[src/rtl/bin_display_if.sv]
// Load/status/segment bundle between a display client and bin_display.
// master drives the value and strobe; slave is the converter.
interface bin_display_if #(
  parameter int WIDTH  = 8,
  parameter int DIGITS = 2
);
  logic [WIDTH-1:0]    VALUE;
  logic                LOAD;
  logic                BLANK_LZ;
  logic                BUSY;
  logic                DONE;
  logic                OVF;
  logic [7*DIGITS-1:0] HEX;

  modport master (output VALUE, LOAD, BLANK_LZ, input BUSY, DONE, OVF, HEX);
  modport slave  (input VALUE, LOAD, BLANK_LZ, output BUSY, DONE, OVF, HEX);
endinterface

[src/rtl/bin_display.sv]
// Serial binary-to-BCD converter (shift-add-3, one step per clock) driving
// DIGITS active-low seven-segment outputs with blanking and overflow dashes.
module bin_display #(
  parameter int WIDTH  = 8,
  parameter int DIGITS = 2
) (
  input logic         clk,
  input logic         reset,
  bin_display_if.slave bus
);
  localparam int BW = 4 * DIGITS;
  localparam int CW = $clog2(WIDTH + 1);

  typedef enum logic {IDLE, CONV} state_t;

  state_t              state, state_n;
  logic [WIDTH-1:0]    sh, sh_n, sh_shift;
  logic [BW-1:0]       bcd, bcd_n, adj, bcd_shift;
  logic [CW-1:0]       cnt, cnt_n;
  logic                blank, blank_n;
  logic                ovf_acc, ovf_acc_n, ovf_fin;
  logic                ovf, ovf_n;
  logic                done, done_n;
  logic [7*DIGITS-1:0] hex, hex_n, seg;
  logic [3:0]          nib;
  logic                lead;

  function automatic logic [6:0] seg7(input logic [3:0] d);
    case (d)
      4'd0:    seg7 = 7'b1000000;
      4'd1:    seg7 = 7'b1111001;
      4'd2:    seg7 = 7'b0100100;
      4'd3:    seg7 = 7'b0110000;
      4'd4:    seg7 = 7'b0011001;
      4'd5:    seg7 = 7'b0010010;
      4'd6:    seg7 = 7'b0000010;
      4'd7:    seg7 = 7'b1111000;
      4'd8:    seg7 = 7'b0000000;
      4'd9:    seg7 = 7'b0010000;
      default: seg7 = 7'b1111111;
    endcase
  endfunction

  // One double-dabble step; the carry out of the top nibble marks overflow.
  always_comb begin
    adj = '0;
    for (int unsigned k = 0; k < DIGITS; k++) begin
      adj[4*k +: 4] = (bcd[4*k +: 4] >= 4'd5) ? bcd[4*k +: 4] + 4'd3 : bcd[4*k +: 4];
    end
    {bcd_shift, sh_shift} = {adj, sh} << 1;
    ovf_fin = ovf_acc | adj[BW-1];
  end

  // Segment image of the post-step BCD; only latched on the final step.
  always_comb begin
    seg  = '0;
    nib  = '0;
    lead = blank;
    for (int unsigned k = DIGITS; k > 0; k--) begin
      nib = bcd_shift[4*(k-1) +: 4];
      if (ovf_fin) begin
        seg[7*(k-1) +: 7] = 7'b0111111;
      end else if (lead && nib == 4'd0 && k > 1) begin
        seg[7*(k-1) +: 7] = 7'b1111111;
      end else begin
        seg[7*(k-1) +: 7] = seg7(nib);
        lead = 1'b0;
      end
    end
  end

  always_comb begin
    state_n   = state;
    sh_n      = sh;
    bcd_n     = bcd;
    cnt_n     = cnt;
    blank_n   = blank;
    ovf_acc_n = ovf_acc;
    ovf_n     = ovf;
    hex_n     = hex;
    done_n    = 1'b0;
    case (state)
      IDLE: begin
        if (bus.LOAD) begin
          state_n   = CONV;
          sh_n      = bus.VALUE;
          bcd_n     = '0;
          cnt_n     = CW'(WIDTH);
          blank_n   = bus.BLANK_LZ;
          ovf_acc_n = 1'b0;
        end
      end
      CONV: begin
        sh_n      = sh_shift;
        bcd_n     = bcd_shift;
        ovf_acc_n = ovf_fin;
        cnt_n     = cnt - 1'b1;
        if (cnt == CW'(1)) begin
          state_n = IDLE;
          hex_n   = seg;
          ovf_n   = ovf_fin;
          done_n  = 1'b1;
        end
      end
      default: state_n = IDLE;
    endcase
  end

  always_ff @(posedge clk) begin
    if (reset) begin
      state   <= IDLE;
      sh      <= '0;
      bcd     <= '0;
      cnt     <= '0;
      blank   <= 1'b0;
      ovf_acc <= 1'b0;
      ovf     <= 1'b0;
      done    <= 1'b0;
      hex     <= {DIGITS{7'b1000000}};
    end else begin
      state   <= state_n;
      sh      <= sh_n;
      bcd     <= bcd_n;
      cnt     <= cnt_n;
      blank   <= blank_n;
      ovf_acc <= ovf_acc_n;
      ovf     <= ovf_n;
      done    <= done_n;
      hex     <= hex_n;
    end
  end

  assign bus.BUSY = (state == CONV);
  assign bus.DONE = done;
  assign bus.OVF  = ovf;
  assign bus.HEX  = hex;
endmodule

[src/flat_wrapper.sv]
// flat-port wrapper written by rule: the top's interface ports become plain ports
module bin_display_flat 
#(
  parameter int WIDTH  = 8,
  parameter int DIGITS = 2
)
  (clk, reset, bus_VALUE, bus_LOAD, bus_BLANK_LZ, bus_BUSY, bus_DONE, bus_OVF, bus_HEX);
  bin_display_if #(.WIDTH(WIDTH), .DIGITS(DIGITS)) bus_i ();
  input logic clk;
  input logic reset;
  input wire logic [$bits(bus_i.VALUE)-1:0] bus_VALUE;
  input wire logic [$bits(bus_i.LOAD)-1:0] bus_LOAD;
  input wire logic [$bits(bus_i.BLANK_LZ)-1:0] bus_BLANK_LZ;
  output wire logic [$bits(bus_i.BUSY)-1:0] bus_BUSY;
  output wire logic [$bits(bus_i.DONE)-1:0] bus_DONE;
  output wire logic [$bits(bus_i.OVF)-1:0] bus_OVF;
  output wire logic [$bits(bus_i.HEX)-1:0] bus_HEX;
  assign bus_i.VALUE = bus_VALUE;
  assign bus_i.LOAD = bus_LOAD;
  assign bus_i.BLANK_LZ = bus_BLANK_LZ;
  assign bus_BUSY = bus_i.BUSY;
  assign bus_DONE = bus_i.DONE;
  assign bus_OVF = bus_i.OVF;
  assign bus_HEX = bus_i.HEX;
  bin_display #(.WIDTH(WIDTH), .DIGITS(DIGITS)) u_core (.clk(clk), .reset(reset), .bus(bus_i));
endmodule
[config.mk]
export PLATFORM = sky130hd
export DESIGN_NAME = bin_display_flat
export DESIGN_NICKNAME = d
export VERILOG_FILES = /design/src/rtl/bin_display_if.sv /design/src/rtl/bin_display.sv /design/src/flat_wrapper.sv
export SDC_FILE = /design/constraint.sdc
export NUM_CORES = 1
export LEC_CHECK = 0
export CAP_MARGIN = 20
export CORE_MARGIN = 5
export CORE_UTILIZATION = 50
export CTS_BUF_LIST = sky130_fd_sc_hd__clkbuf_2 sky130_fd_sc_hd__clkbuf_4 sky130_fd_sc_hd__clkbuf_8
export DETAILED_ROUTE_END_ITERATION = 16
export GPL_ROUTABILITY_DRIVEN = 0
export MAX_ROUTING_LAYER = met4
export PLACE_DENSITY = 0.71
export RECOVER_POWER = 50
export REMOVE_ABC_BUFFERS = 1
export SKIP_CTS_REPAIR_TIMING = 1
export SLEW_MARGIN = 10
export SYNTH_ARGS = -nofsm -noshare
export SYNTH_HDL_FRONTEND = slang
export SYNTH_SLANG_ARGS = --single-unit
export TNS_END_PERCENT = 30
[constraint.sdc]
create_clock -name clk -period 3.9 [get_ports clk]
set_clock_uncertainty 0.1 [all_clocks]
set_input_delay 0.78 -clock clk [delete_from_list [all_inputs] [get_ports clk]]
set_output_delay 0.78 -clock clk [all_outputs]
set_load 0.005 [all_outputs]
==> run metrics <==
run status=completed; part of the Yosys area used for sequential elements=37.6%; f_max=0.379 GHz; standard cell area after detailed placement=0.00239 sq mm; power density normalized to cell area=347 mW/mm^2; H-tree level count=2; cell type contributing the most total cell area after synthesis=dfxtp_1; Unique masters post-synth=50; minimum period implied by the final worst setup slack=2.64 ns; vias=1750; layout cells sized above 1=9.59%; half-perimeter wire length of the detailed placement result=2.94 mm; total grt overflow=0; CP required=3.02 ns; Worst Slack Setup Final=1.26 ns; remaining design rule violation count=0; final antenna diode count=0; length in cells of the worst reg-to-reg path=10; number of clock sinks=39; clock transition at the registers of the reported paths=0.07 ns; height of the die=74.5 um; type of origin of the critical path=register; Initial Utilization=51.6%; setup_tns=0 ns; mean post-synth cell area=8.45 sq um; count of buffer and inverter cells on the critical path=1; Core Region=0.00403 sq mm; chain of cells forming the critical path=clkdlybuf4s50_1; area growth from synthesis to final layout=20.5%; minimum hold slack=0.374 ns; crit share post-route=67.7%; pin count of the biggest net entering global routing=29; depth of the worst hold-timing path=2; die extent in x=74.5 um; max-slew violations=0; Final Routed Wirelength=4.02 mm; launch point of the critical path=u_core.bus.BUSY; number of nets in the layout=292; clock network latency to the later pin of the worst-skew pair=0.30 ns; detailed-router iteration count before antenna repair=4; largest cells by area after synthesis=dfxtp_1 38%, nor2_1 8.7%, ha_1 6.0%; first-pass GRT wire length=7.01 mm; Leakage=1.02 nW; All-Layer GR Usage=16.6%; most frequent cells after synthesis=48 x nor2_1, 39 x dfxtp_1, 22 x a21oi_1; remaining max-slew budget at the tightest pin=31.2%; die area=0.00555 sq mm; Worst setup EP type=primary output; total number of cells along the worst setup path=1; Slew @ Worst Pin=1.03 ns; CTS max path bufs=2; routed length per placed instance=12.5 um; Placement Setup Slack=1.24 ns; RSZ-0062 raised after global routing=no; antenna violations before repair=0; MaxCap Viol Count=0; final setup fails=0; top cell family by delay on the critical path=flip-flops; post-route core utilization=62.1%; cell with the most instances after synthesis=nor2_1; Critical Path Max Stage Delay=0.82 ns; number of rows in the core area=23; type of the worst setup path=reg2out; min-delay worst type=reg2reg; count of input and output buffers=28; share of synthesized flip-flops with an asynchronous set or reset=0%; Reg-to-Reg Start=u_core.bcd[4]; Primary FF master, synth=dfxtp_1; slowest stage cell on the critical path=dfxtp_1; synthesized instance count=246; number of global-route vias before repair=1581; Hold Vio Cnt, Final=0; number of flops mapped to enable cells by yosys=0; initial DRC count=97; vias per cell=5.45; fraction of post-synthesis cell area in the top cell type by area=37.6%; Arrival @ worst endpoint=1.76 ns; worst voltage drop across the vdd grid=0.204 mV; count of pins on the block boundary=29; count of synthesis-stage warnings from yosys=0; CTS tree=built; post-route antenna net violation count=0; CTS Root Buffer Type=clkbuf_8; HP Start=u_core.bus.HEX[13]; Finished Cell Area=0.00250 sq mm; crit path max fanout=26; number of synthesized register bits=39; TritonCTS buffer count=5; synthesized cell area=0.00208 sq mm
[state kept, by name (all words and copies together) (netlist names)]
signal,count
u_core.ovf_acc,1
u_core.bus.DONE,1
u_core.bus.BUSY,1
u_core.blank,1
u_core.bus.OVF,1
u_core.sh,8
u_core.bcd,8
u_core.cnt,4
u_core.bus.HEX,14
[per-layer routing]
layer,up-vias,part of all wire [%],track usage (%)
met5,-,0,-
met4,0,1.7,5.93
met3,7,6.1,4.46
met2,39,43,25.5
met1,781,49,21.0
li1,923,-,-
[where the power goes]
group          switching [W]   total, W  internal [W]  leakage (nW)
Sequential         0.0000146   0.000429      0.000414         0.317
Clock               0.000144   0.000351      0.000207        0.0612
Combinational      0.0000442  0.0000904     0.0000462         0.637
[cells in the final DEF, fill, tap and decap left out, types with 3 or more instances in the layout]
cell and instances:
nor2_1 48, nand2b_1 5, clkdlybuf4s50_1 10, a311oi_1 5, nor3b_1 6, nor3_1 11, xnor2_1 3, dfxtp_1 39
mux2i_1 11, dlygate4sd3_1 18, ha_1 10, nand3_1 3, a211oi_1 7, o21ai_1 3, clkbuf_8 6, nand2_1 13
a21oi_1 22, inv_1 8
[area by class of cell]
type	count	area (sq um)
repair buffers	31	299
flip-flops and latches	39	781
multi-input cells	184	1210
fillers	372	1530
clock inverters	2	35.0
inverters	9	33.8
well taps	50	62.6
clock buffers	6	82.6
[final timing paths]
path,end,slack (ns)
worst max register to register,u_core.bus.HEX[10],1.32
worst min register to register,u_core.bus.HEX[13],0.37
worst max-delay path,bus_BUSY,1.26
worst min-delay path,u_core.bus.HEX[13],0.37
[through the flow]
stage | power (W) | instances
3_3_place_gp | 0.000530 | 313
2_1_floorplan | 0.000485 | 232
5_1_grt | 0.000909 | 321
4_1_cts | 0.000883 | 321
6_report | 0.000870 | 321
3_5_place_dp | 0.000532 | 313
[logic make-up (layout without fill, tap and decap cells)]
| family | Yosys count | count (layout) | share of synthesized area, % |
|---|---|---|---|
| AOI/OAI and AO/OA | 60 | 60 | 20.7 |
| xor gates and xnor gates | 4 | 4 | 2.05 |
| adders and majority gates | 10 | 10 | 6.02 |
| buffers and inverters | 23 | 48 | 4.21 |
| DFF | 39 | 39 | 37.6 |
| muxes | 14 | 14 | 7.10 |
| and+or+nand+nor | 96 | 96 | 22.4 |
Note: power is estimated with default switching activity, not from simulation.
